`src/rtl/mem_port_arbiter2_pkg.sv`:
```
`default_nettype none
// ============================================================================
// Module   : mem_port_arbiter2_pkg
// Purpose  : Shared definitions for the two-master memory port arbiter:
//            FSM state encoding, master index constants and the width of
//            the per-transaction timeout counter.
// Ports    : none (package)
// Revision : 1.0 - initial release
// ============================================================================
package mem_port_arbiter2_pkg;

    // Arbiter FSM states; encoding is fixed so it can be probed externally.
    typedef enum logic [1:0] {
        ST_IDLE  = 2'b00,
        ST_BUSY0 = 2'b01,
        ST_BUSY1 = 2'b10
    } arb_state_e;

    // Master indices, also the value driven on the steering select.
    localparam logic c_M0 = 1'b0;
    localparam logic c_M1 = 1'b1;

    // Width of the per-transaction timeout counter (timeout up to 255).
    localparam int c_TCNT_W = 8;

endpackage : mem_port_arbiter2_pkg
`default_nettype wire

```
`src/rtl/mem_port_arbiter2_rr_pick2.sv`:
```
`default_nettype none
// ============================================================================
// Module   : rr_pick2
// Purpose  : Combinational two-way round-robin winner selection.
// Ports    : req0_i   - request from master 0
//            req1_i   - request from master 1
//            last_i   - master granted most recently
//            valid_o  - at least one request is present
//            winner_o - index of the master to grant (meaningful if valid_o)
// Revision : 1.0 - initial release
// ============================================================================
module rr_pick2
    import mem_port_arbiter2_pkg::*;
(
    input  logic req0_i,
    input  logic req1_i,
    input  logic last_i,
    output logic valid_o,
    output logic winner_o
);

    always_comb begin
        valid_o  = req0_i | req1_i;
        winner_o = c_M0;
        if (req0_i && req1_i) begin
            // Tie: the master that was not served last goes first.
            winner_o = ~last_i;
        end else if (req1_i) begin
            winner_o = c_M1;
        end
    end

endmodule : rr_pick2
`default_nettype wire

```
`src/rtl/mux2.sv`:
```
`default_nettype none
// ============================================================================
// Module   : mux2
// Purpose  : Generic 2:1 datapath multiplexer used for memory port steering.
// Ports    : in0_i      - data selected when choose_bit = 0
//            in1_i      - data selected when choose_bit = 1
//            choose_bit - select
//            out_o      - selected data
// Revision : 1.0 - initial release
// ============================================================================
module mux2 #(
    parameter int WIDTH = 1
) (
    input  logic [WIDTH-1:0] in0_i,
    input  logic [WIDTH-1:0] in1_i,
    input  logic             choose_bit,
    output logic [WIDTH-1:0] out_o
);

    assign out_o = choose_bit ? in1_i : in0_i;

endmodule : mux2
`default_nettype wire

```
`src/rtl/mem_port_arbiter2.sv`:
```
`default_nettype none
// ============================================================================
// Module   : mem_port_arbiter2
// Purpose  : Round-robin arbiter sharing one single-port memory between an
//            instruction-fetch master (M0) and a load/store master (M1).
//            Request/grant/done handshake with a per-transaction timeout;
//            steers address, write data and write enable through mux2.
// Ports    : clk, rst                 - clock, async active-high reset
//            m0_* / m1_*              - master request side (req, we, addr,
//                                       wdata in; gnt, done, err out)
//            rdata                    - read data, valid on done without err
//            sel                      - registered steering select
//            mem_en/we/addr/wdata     - memory access side outputs
//            mem_rdata, mem_ready     - memory response inputs
// Revision : 1.0 - initial release
// ============================================================================
module mem_port_arbiter2
    import mem_port_arbiter2_pkg::*;
#(
    parameter int ADDR_WIDTH = 32,
    parameter int DATA_WIDTH = 32,
    parameter int TIMEOUT    = 16
) (
    input  logic                  clk,
    input  logic                  rst,

    input  logic                  m0_req,
    input  logic                  m0_we,
    input  logic [ADDR_WIDTH-1:0] m0_addr,
    input  logic [DATA_WIDTH-1:0] m0_wdata,
    output logic                  m0_gnt,
    output logic                  m0_done,
    output logic                  m0_err,

    input  logic                  m1_req,
    input  logic                  m1_we,
    input  logic [ADDR_WIDTH-1:0] m1_addr,
    input  logic [DATA_WIDTH-1:0] m1_wdata,
    output logic                  m1_gnt,
    output logic                  m1_done,
    output logic                  m1_err,

    output logic [DATA_WIDTH-1:0] rdata,
    output logic                  sel,

    output logic                  mem_en,
    output logic                  mem_we,
    output logic [ADDR_WIDTH-1:0] mem_addr,
    output logic [DATA_WIDTH-1:0] mem_wdata,
    input  logic [DATA_WIDTH-1:0] mem_rdata,
    input  logic                  mem_ready
);

    // Counter value of the last BUSY cycle before the access is aborted.
    localparam logic [c_TCNT_W-1:0] c_TCNT_LAST = c_TCNT_W'(TIMEOUT - 1);

    arb_state_e            state_q, state_d;
    logic                  last_q, last_d;
    logic                  sel_q, sel_d;
    logic [c_TCNT_W-1:0]   tcnt_q, tcnt_d;
    logic                  m0_gnt_q, m0_gnt_d;
    logic                  m1_gnt_q, m1_gnt_d;

    logic                  w_pick_valid;
    logic                  w_pick;
    logic                  w_timeout_hit;
    logic                  w_we_steer;

    // ------------------------------------------------------------------
    // Winner selection
    // ------------------------------------------------------------------
    rr_pick2 u_rr_pick2 (
        .req0_i   (m0_req),
        .req1_i   (m1_req),
        .last_i   (last_q),
        .valid_o  (w_pick_valid),
        .winner_o (w_pick)
    );

    assign w_timeout_hit = (tcnt_q == c_TCNT_LAST);

    // ------------------------------------------------------------------
    // State register
    // ------------------------------------------------------------------
    always_ff @(posedge clk or posedge rst) begin
        if (rst) begin
            state_q  <= ST_IDLE;
            last_q   <= c_M1;       // makes M0 win the first tie
            sel_q    <= c_M0;
            tcnt_q   <= '0;
            m0_gnt_q <= 1'b0;
            m1_gnt_q <= 1'b0;
        end else begin
            state_q  <= state_d;
            last_q   <= last_d;
            sel_q    <= sel_d;
            tcnt_q   <= tcnt_d;
            m0_gnt_q <= m0_gnt_d;
            m1_gnt_q <= m1_gnt_d;
        end
    end

    // ------------------------------------------------------------------
    // Next-state and completion logic
    // ------------------------------------------------------------------
    always_comb begin
        state_d  = state_q;
        last_d   = last_q;
        sel_d    = sel_q;
        tcnt_d   = tcnt_q;
        m0_gnt_d = 1'b0;
        m1_gnt_d = 1'b0;
        m0_done  = 1'b0;
        m0_err   = 1'b0;
        m1_done  = 1'b0;
        m1_err   = 1'b0;

        case (state_q)
            ST_IDLE: begin
                // mem_ready is deliberately not looked at here.
                if (w_pick_valid) begin
                    state_d = (w_pick == c_M1) ? ST_BUSY1 : ST_BUSY0;
                    sel_d   = w_pick;
                    last_d  = w_pick;
                    tcnt_d  = '0;
                    if (w_pick == c_M1) begin
                        m1_gnt_d = 1'b1;
                    end else begin
                        m0_gnt_d = 1'b1;
                    end
                end
            end

            ST_BUSY0: begin
                // The request line is not consulted: a granted access always
                // runs to completion or timeout. Returning to IDLE (never
                // directly to another BUSY) gives the bubble cycle that keeps
                // a stale request from being re-granted.
                tcnt_d = tcnt_q + 1'b1;
                if (mem_ready) begin
                    m0_done = 1'b1;
                    state_d = ST_IDLE;
                end else if (w_timeout_hit) begin
                    m0_done = 1'b1;
                    m0_err  = 1'b1;
                    state_d = ST_IDLE;
                end
            end

            ST_BUSY1: begin
                tcnt_d = tcnt_q + 1'b1;
                if (mem_ready) begin
                    m1_done = 1'b1;
                    state_d = ST_IDLE;
                end else if (w_timeout_hit) begin
                    m1_done = 1'b1;
                    m1_err  = 1'b1;
                    state_d = ST_IDLE;
                end
            end

            default: begin
                state_d = ST_IDLE;
            end
        endcase
    end

    // ------------------------------------------------------------------
    // Datapath steering
    // ------------------------------------------------------------------
    mux2 #(.WIDTH(ADDR_WIDTH)) u_mux_addr (
        .in0_i      (m0_addr),
        .in1_i      (m1_addr),
        .choose_bit (sel_q),
        .out_o      (mem_addr)
    );

    mux2 #(.WIDTH(DATA_WIDTH)) u_mux_wdata (
        .in0_i      (m0_wdata),
        .in1_i      (m1_wdata),
        .choose_bit (sel_q),
        .out_o      (mem_wdata)
    );

    mux2 #(.WIDTH(1)) u_mux_we (
        .in0_i      (m0_we),
        .in1_i      (m1_we),
        .choose_bit (sel_q),
        .out_o      (w_we_steer)
    );

    // ------------------------------------------------------------------
    // Outputs
    // ------------------------------------------------------------------
    assign sel    = sel_q;
    assign m0_gnt = m0_gnt_q;
    assign m1_gnt = m1_gnt_q;
    assign mem_en = (state_q != ST_IDLE);
    assign mem_we = mem_en & w_we_steer;

    // Read data is only forwarded on a successful completion so the bus is
    // quiet (zero) at all other times, including reset.
    assign rdata  = ((m0_done & ~m0_err) | (m1_done & ~m1_err)) ? mem_rdata : '0;

endmodule : mem_port_arbiter2
`default_nettype wire

```
`config.mk`:
```
export PLATFORM = sky130hd
export DESIGN_NAME = mem_port_arbiter2
export DESIGN_NICKNAME = d
export VERILOG_FILES = /design/src/rtl/mem_port_arbiter2_pkg.sv /design/src/rtl/mem_port_arbiter2_rr_pick2.sv /design/src/rtl/mux2.sv /design/src/rtl/mem_port_arbiter2.sv
export SDC_FILE = /design/constraint.sdc
export NUM_CORES = 1
export LEC_CHECK = 0
export BUFFER_PORTS_ARGS = -buffer_cell sky130_fd_sc_hd__buf_2
export CORE_AREA = 2 2 106 108
export DETAILED_ROUTE_END_ITERATION = 10
export DIE_AREA = 0 0 108 110
export PLACE_DENSITY_LB_ADDON = 0.1
export SLEW_MARGIN = 20
export SYNTH_ARGS = -nofsm -noshare
export SYNTH_HDL_FRONTEND = slang
export SYNTH_HIERARCHICAL = 1
export SYNTH_SLANG_ARGS = --single-unit
```
`constraint.sdc`:
```
create_clock -name clk -period 2.5 [get_ports clk]
set_clock_uncertainty 0.15 [all_clocks]
set_input_delay 0.5 -clock clk [delete_from_list [all_inputs] [get_ports clk]]
set_output_delay 0.5 -clock clk [all_outputs]
set_load 0.02 [all_outputs]
```
==> results of run 1 <==
-- metal layers --
metal	GRT usage	share of wire	wire length, um
met5	0	0	0
met1	0.127	0.36	2920
met2	0.242	0.54	4440
met3	0.0276	0.10	835
met4	0.0110	0.0023	19
-- flip-flops by register name, indices dropped and copies added (netlist names) --
register  count
last_q        1
m0_gnt        1
m1_gnt        1
sel           1
state_q       2
tcnt_q        8
-- how the worst max path moves through the flow --
stage	end	depth (start not counted)	slack (ns)	start
after CTS	m0_done	5	0.06	tcnt_q[5]
after floorplan	m0_err	2	0.15	tcnt_q[5]
after global placement	rdata[1]	5	0.17	state_q[0]
after detailed placement	rdata[14]	5	0.15	state_q[0]
after global routing	mem_addr[31]	3	0.04	sel
final	mem_addr[31]	3	0.12	sel
-- logic make-up after synthesis --
logic type      after synthesis  synth area share
compound gates               16            0.0572
xor+xnor                      2           0.00844
fa+ha+maj                     4            0.0241
buf+inv                      15            0.0813
flops                        14             0.169
mux                          67             0.472
simple gates                 66             0.187
-- placed cells by master (no fill, tap or decap), drive strengths merged, types with 6 or more instances in the layout --
master and n:
dfrtp 13, and2 32, buf 276, mux2 65, nor2 6, nand2 10
-- stage by stage --
stage / hold slack, ns / worst slack [ns] / cells / total power, W
3_5_place_dp: 0.355 / 0.153 / 589 / 0.00298
3_3_place_gp: 0.348 / 0.167 / 589 / 0.00297
6_report: 0.156 / 0.116 / 593 / 0.00315
5_1_grt: 0.213 / 0.0435 / 593 / 0.00336
2_1_floorplan: 0.239 / 0.155 / 184 / 0.00236
4_1_cts: 0.175 / 0.0579 / 593 / 0.00319
-- cell type report --
class	count	area [um2]	area share
inverters	4	15.0	0.00420
repair buffers	276	1420	0.397
multi-input cells	155	1570	0.438
clock buffers	4	45.0	0.0126
well taps	140	175	0.0490
flip-flops and latches	14	355	0.0993
-- critical path: cells and delay by family (launching register included) --
kind,cells,cell delay (ns)
buf+inv,2,0.43
flops,1,0.69
mux,1,0.36
-- where the power goes --
group	switching (W)	internal (W)	total (W)
Combinational	0.00133	0.00120	0.00253
Clock	0.0000848	0.000113	0.000198
Sequential	0.000125	0.000299	0.000423
Total	0.00154	0.00161	0.00315
-- repair_timing --
| action | 4_1_cts | 5_1_grt |
|---|---|---|
| setup buffers | 0 | 0 |
| gates resized for setup | 1 | 3 |
| endpoints found under the setup margin | 32 | 10 |
==> results.toml, run 1 <==
[logic_synthesis]
synth.avg_cell_area_um2 = 11.3
synth_common_cells = "mux2_4 (61), and2_1 (32), dfrtp_1 (13)"
post-synth-top-count-cell = "mux2_4"
yosysTopAreaCell = "mux2_4"
synthTopCellsByArea = "mux2_4 (44%), dfrtp_1 (16%), and2_1 (9.6%), buf_12 (5.8%), ha_1 (2.4%)"
yosysUniqueCellTypes = 35
syn_nets = 355
synth-main-ff-cell = "dfrtp_1"
synth_async_sr_flop_share = 1.00
syn_inst = 184
synth_warnings = 6
yosysSeqAreaShare = 0.169
netlist_area_um2 = 2080
synth-edff-count = 0
synth_top_area_frac = 0.441
ys_ff_latch = 14

[placement]
port_buffers = 271
placed_cell_area_um2 = 3520
place_congestion = 0.722
hpwl_um = 7120

[drt]
viasPerCell = 4.04
ant_nets = 0
drcViolationCount = 0
wl_per_cell_um = 13.8
drt_first_pass_iters = 4
drt-initial-drc-count = 71
vias = 2396
routed_wirelength_um = 8210

[global_route]
antenna_found_initial = 0
gr-usage-all-layers = 0.118
grt_first_pass_wirelength_um = 11100
grt_overflow_total = 0
grt_pass1_vias = 2189
grt_max_degree = 33

[setup_path]
required_ns = 1.85
critPathMaxFanout = 25
r2r-start = "state_q[0]"
r2r_cells = 6
slowest_delay_ns = 0.69
cp_cell_sequence = "buf_12, mux2_2, buf_2"
crit_path_end_kind = "primary output"
path_class = "reg2out"
crit_arrival_ns = 1.73
r2r_slack_ns = 0.62
critPathSlowestCell = "dfrtp_4"
startpoint_type = "flip-flop"
r2r_end = "tcnt_q[7]"

[final_layout]
finalInstanceArea_um2 = 3580
nFillCells = 1117
num_antenna_cells = 0
synthToLayoutAreaGrowth_pct = 72.3
final_nets = 625
drive_above_1_share = 0.779
final_util = 0.335

[clocking]
cts_buffers = 3
clock_latency_ns = 0.25
htreeDepth = 1
numClockSinks = 14
cts-root-buf = "clkbuf_8"
clk_pin_slew_ns = 0.06
cts_tree = "yes"
clk_path_buf_depth = 2
ctsHoldBuffers = 0

[sta]
timing.final.crit_share = 0.954
setup_viol = 0
slew_headroom = 0.608
finalSetupTns_ns = 0
fin_crit_ns = 2.38
finalHoldViolCount = 0
tightest_slew_ns = 0.587
rsz0062_at_grt = "no"
fmax_ghz = 0.419
maxSlewViolCount = 0

[floorplan]
dieArea_um2 = 11900
rows = 38
die_width_um = 108
io_pins = 272
die-height_um = 110
initial_core_util = 0.194
core_area_um2 = 10700

[run_status]
status = "finished clean"

[power]
power_density_nw_per_um2 = 879
p_leak_nw = 2.13
ir_drop_v = 0.000286

[run]
cap_violations = 0

[min_path]
hold_path.class = "in2async"
Note: power is estimated with default switching activity, not from simulation.
==> inputs of run 2 (changes only) <==
--- a/config.mk
+++ b/config.mk
@@ -6,9 +6,11 @@
 export NUM_CORES = 1
 export LEC_CHECK = 0
 export BUFFER_PORTS_ARGS = -buffer_cell sky130_fd_sc_hd__buf_2
-export CORE_AREA = 2 2 106 108
+export CELL_PAD_IN_SITES_DETAIL_PLACEMENT = 2
+export CELL_PAD_IN_SITES_GLOBAL_PLACEMENT = 2
+export CORE_UTILIZATION = 15
 export DETAILED_ROUTE_END_ITERATION = 10
-export DIE_AREA = 0 0 108 110
+export MAX_ROUTING_LAYER = met4
 export PLACE_DENSITY_LB_ADDON = 0.1
 export SLEW_MARGIN = 20
 export SYNTH_ARGS = -nofsm -noshare
==> results.toml, run 2 (same netlist as run 1, synthesis figures left out) <==
[run_status]
status = "finished clean"

[global_route]
grt_max_degree = 33
grt_overflow_total = 0
gr-usage-all-layers = 0.145
grt_pass1_vias = 2592
grt_first_pass_wirelength_um = 15600
antenna_found_initial = 0

[floorplan]
die-height_um = 120
io_pins = 272
initial_core_util = 0.156
core_area_um2 = 13300
die_width_um = 120
rows = 42
dieArea_um2 = 14300

[setup_path]
r2r_slack_ns = 0.56
slowest_delay_ns = 0.57
critPathSlowestCell = "or4_4"
crit_arrival_ns = 1.75
critPathMaxFanout = 4
critPathBufInv = 1
crit_family = "simple AND/OR/NAND/NOR gates"
startpoint_type = "flip-flop"
required_ns = 1.85
path_class = "reg2out"
crit_path_end_kind = "primary output"
cp_cell_sequence = "or4_4, nor4b_1, buf_2"

[drt]
ant_nets = 0
routed_wirelength_um = 10500
drcViolationCount = 0
drt_first_pass_iters = 4
wl_per_cell_um = 16.7
drt-initial-drc-count = 42
vias = 2457
viasPerCell = 3.90

[placement]
hpwl_um = 9340
port_buffers = 271
place_congestion = 0.752
post-place-ws_ns = 0.101
dp.cells = 626

[run]
cap_violations = 0

[final_layout]
largest_registers = "tcnt_q (8), state_q (2)"
drive_above_1_share = 0.782
synthToLayoutAreaGrowth_pct = 77.7
final_nets = 626
layout_common_cells = "buf_2 (270), mux2_4 (61), and2_1 (32), dfrtp_1 (12), nand2_1 (10)"
top_register = "tcnt_q"
regArea_um2 = 355
stdcell_count = 630
final_common_cell = "buf_2"
nFillCells = 1592
multi_input_area_um2 = 1570
num_antenna_cells = 0
largest_register_ffs = 8
final_util = 0.276

[sta]
timing.final.crit_share = 0.961
maxSlewViolCount = 0
setup_viol = 0
fin_crit_ns = 2.40
fmax_ghz = 0.416
tightest_slew_ns = 0.615
finalHoldViolCount = 0
worst_slack_ns = 0.0980
slew_headroom = 0.589
finalSetupTns_ns = 0

[clocking]
cts-root-buf = "clkbuf_16"
post_cts_buffers = 0
clock_latency_ns = 0.24
numClockSinks = 14
ctsHoldBuffers = 0
clk_path_buf_depth = 2
cts_tree = "yes"
htreeDepth = 1
cts_buffers = 3
clk_pin_slew_ns = 0.05

[power]
p_leak_nw = 2.17
power_density_nw_per_um2 = 919
ir_drop_v = 0.000208

[min_path]
hold_path.class = "in2async"
[run 2: cell types whose count changed in the layout (fill, tap and decap cells not counted), sizes merged]
cell,previous run,this run
buf,276,277
[run 2: stage by stage]
stage | hold WS, ns | power, W | cell area (um2)
2_1_floorplan | 0.239 | 0.00236 | 2080
3_3_place_gp | 0.353 | 0.00307 | 3590
3_5_place_dp | 0.374 | 0.00310 | 3590
4_1_cts | 0.209 | 0.00346 | 3680
5_1_grt | 0.236 | 0.00362 | 3690
6_report | 0.177 | 0.00339 | 3690
[run 2: final timing paths]
path	startpoint	end	cells after the start
hold reg to reg	tcnt_q[0]	tcnt_q[0]	1
setup / recovery	tcnt_q[5]	m0_err	3
min in group clk	tcnt_q[0]	tcnt_q[0]	1
hold / removal	rst	tcnt_q[0]	2
max in group asynchronous	rst	sel	2
setup reg to reg	state_q[0]	tcnt_q[5]	6
[run 2: cell type report]
type | instances | area share
Multi-Input combinational cell | 155 | 0.425
Clock buffer | 4 | 0.0241
Sequential cell | 14 | 0.0963
Inverter | 4 | 0.00407
Timing Repair Buffer | 277 | 0.391
Tap cell | 176 | 0.0597
[run 2: where the power goes]
| part | internal, W | leakage [nW] | switching, W |
|---|---|---|---|
| Combinational | 0.00124 | 1.94 | 0.00139 |
| Clock | 0.000243 | 0.0442 | 0.0000979 |
| Sequential | 0.000300 | 0.183 | 0.000119 |
[run 2: metal layers]
metal  part of all wire  wire (um)  global-route usage
met1               0.36       3830               0.152
met2               0.56       5900               0.282
met3              0.069        720              0.0304
met4             0.0049         51              0.0133
met5                  0          0                   -
[run 2: timing repair]
action / CTS / global route
setup endpoints to repair: 32 / 32
cloned: 0 / 0
hold endpoints to repair: 0 / 0
resized for setup: 1 / 3
[run 2: worst reg2reg max path: stages (launching register included)]
cell and delay (ns):
dfrtp_1 0.40, inv_1 0.10, ha_1 0.32, mux2i_1 0.47, nor3_1 0.14, xnor2_1 0.17
nor2_1 0.06
==> inputs of run 3 (changes only) <==
--- a/config.mk
+++ b/config.mk
@@ -8,7 +8,7 @@
 export BUFFER_PORTS_ARGS = -buffer_cell sky130_fd_sc_hd__buf_2
 export CELL_PAD_IN_SITES_DETAIL_PLACEMENT = 2
 export CELL_PAD_IN_SITES_GLOBAL_PLACEMENT = 2
-export CORE_UTILIZATION = 15
+export CORE_UTILIZATION = 16
 export DETAILED_ROUTE_END_ITERATION = 10
 export MAX_ROUTING_LAYER = met4
 export PLACE_DENSITY_LB_ADDON = 0.1
==> constraint.sdc (replaced) <==
create_clock -name clk -period 3 [get_ports clk]
set_clock_uncertainty 0.15 [all_clocks]
set_input_delay 0.6 -clock clk [delete_from_list [all_inputs] [get_ports clk]]
set_output_delay 0.6 -clock clk [all_outputs]
set_load 0.02 [all_outputs]
==> results.toml, run 3 (same netlist as run 1, synthesis figures left out) <==
[run_status]
status = "finished clean"

[setup_path]
startpoint_type = "flip-flop"
slowest_delay_ns = 0.57
critPathSlowestCell = "or4_4"
critPathBufInv = 1
worst_path_most_repeated_cell = "nor2_1"
critPathMaxFanout = 4
crit_path_end_kind = "primary output"
path_class = "reg2out"
crit_arrival_ns = 1.78
crit_family = "simple AND/OR/NAND/NOR gates"
cp_cell_sequence = "or4_4, nor2_1, nor2_1, nor2b_1, buf_2"
required_ns = 2.25

[sta]
timing.final.crit_share = 0.844
slew_headroom = 0.607
rsz0062_at_grt = "no"
maxSlewViolCount = 0
worst_slack_ns = 0.467
tightest_slew_ns = 0.588
setup_viol = 0
finalSetupTns_ns = 0
fin_crit_ns = 2.53
finalHoldViolCount = 0
fmax_ghz = 0.395

[power]
ir_drop_v = 0.000332
intPower_w = 0.00144
power_frac_clock = 0.105
combPwrFrac = 0.772
power_density_nw_per_um2 = 774
seqPwrFrac = 0.123
swShare = 0.489
p_leak_nw = 2.16
power.net_switching_w = 0.00138

[global_route]
gr-usage-all-layers = 0.159
grt_max_degree = 33
antenna_found_initial = 1
grt_pass1_vias = 2633
grt_overflow_total = 0
grt_first_pass_wirelength_um = 15300

[placement]
post-place-ws_ns = 0.712
dp.cells = 622
hpwl_um = 10000
place_congestion = 0.779
port_buffers = 271

[final_layout]
largest_registers = "tcnt_q (8), state_q (2)"
final_common_cell = "buf_2"
top_register = "tcnt_q"
stdcell_count = 627
layout_common_cells = "buf_2 (271), mux2_4 (61), and2_1 (32), dfrtp_1 (12), nand2_1 (10)"
final_nets = 626
largest_register_ffs = 8
synthToLayoutAreaGrowth_pct = 75.6
drive_above_1_share = 0.778

[clocking]
cts_buffers = 3
clk_path_buf_depth = 2
cts-root-buf = "clkbuf_16"
clock_latency_ns = 0.25
clk_pin_slew_ns = 0.05
post_cts_buffers = 0
cts_tree = "yes"
ctsResizeCount = 0
numClockSinks = 14
htreeDepth = 1
ctsHoldBuffers = 0

[floorplan]
rows = 41
core_area_um2 = 12600
dieArea_um2 = 13400
initial_core_util = 0.165
io_pins = 272
die_width_um = 116
die-height_um = 116

[drt]
viasPerCell = 3.96
wl_per_cell_um = 18.1
vias = 2481
routed_wirelength_um = 11300
ant_nets = 0
drt_first_pass_iters = 4
drt-initial-drc-count = 31
drcViolationCount = 0

[run]
cap_violations = 0

[min_path]
hold_path.class = "in2async"
==> run 3: cell types whose count changed in the layout (fill, tap and decap cells not counted), sizes merged <==
cell | previous run | this run
diode | 0 | 1
==> run 3: per-stage QoR <==
stage | cell area (um2) | hold WS, ns | util | total power (W)
floorplan | 2080 | 0.334 | - | 0.00196
CTS | 3640 | 0.293 | 0.289 | 0.00288
global placement | 3560 | 0.353 | 0.282 | 0.00254
finish | 3650 | 0.258 | 0.289 | 0.00282
detailed placement | 3560 | 0.357 | 0.282 | 0.00257
global route | 3650 | 0.314 | 0.289 | 0.00299
==> run 3: area by class of cell <==
cell class / instances / area [um2]
Sequential cell: 14 / 355
Timing Repair Buffer: 277 / 1410
Tap cell: 172 / 215
Antenna cell: 1 / 2.50
Fill cell: 1522 / 8970
Inverter: 4 / 15.0
Multi-Input combinational cell: 155 / 1560
Clock buffer: 4 / 88.8
==> run 3: worst reg2reg max path, delay by kind of cell, from the launching register on <==
family | cells | cell delay [ns]
multiplexers | 1 | 0.12
buffers and inverters | 2 | 0.25
flip-flops | 1 | 0.38
adder cells (fa/ha/maj) | 1 | 0.46
XOR/XNOR | 1 | 0.17
AND/OR/NAND/NOR | 2 | 0.34
==> run 3: power by group through the flow <==
stage / clock network [W] / logic (W) / registers, W
6_report: 0.000296 / 0.00218 / 0.000348
5_1_grt: 0.000308 / 0.00232 / 0.000364
3_5_place_dp: 0 / 0.00221 / 0.000358
3_3_place_gp: 0 / 0.00219 / 0.000350
4_1_cts: 0.000305 / 0.00222 / 0.000354
2_1_floorplan: 0 / 0.00166 / 0.000303
==> run 3: final timing paths <==
path	depth (start not counted)	end	from	slack [ns]
max	5	m0_done	tcnt_q[5]	0.47
min	2	m1_gnt	rst	0.26
max reg2reg	7	tcnt_q[5]	state_q[1]	1.00
min reg2reg	1	last_q	last_q	0.36
max in group asynchronous	2	sel	rst	2.00
min in group clk	1	last_q	last_q	0.36
==> run 3: metal layers <==
layer	vias up	wire length, um	global-route usage
met2	122	5830	0.292
met3	9	1400	0.0664
li1	1184	-	-
met1	1166	4000	0.155
met5	-	0	-
met4	0	112	0.0342
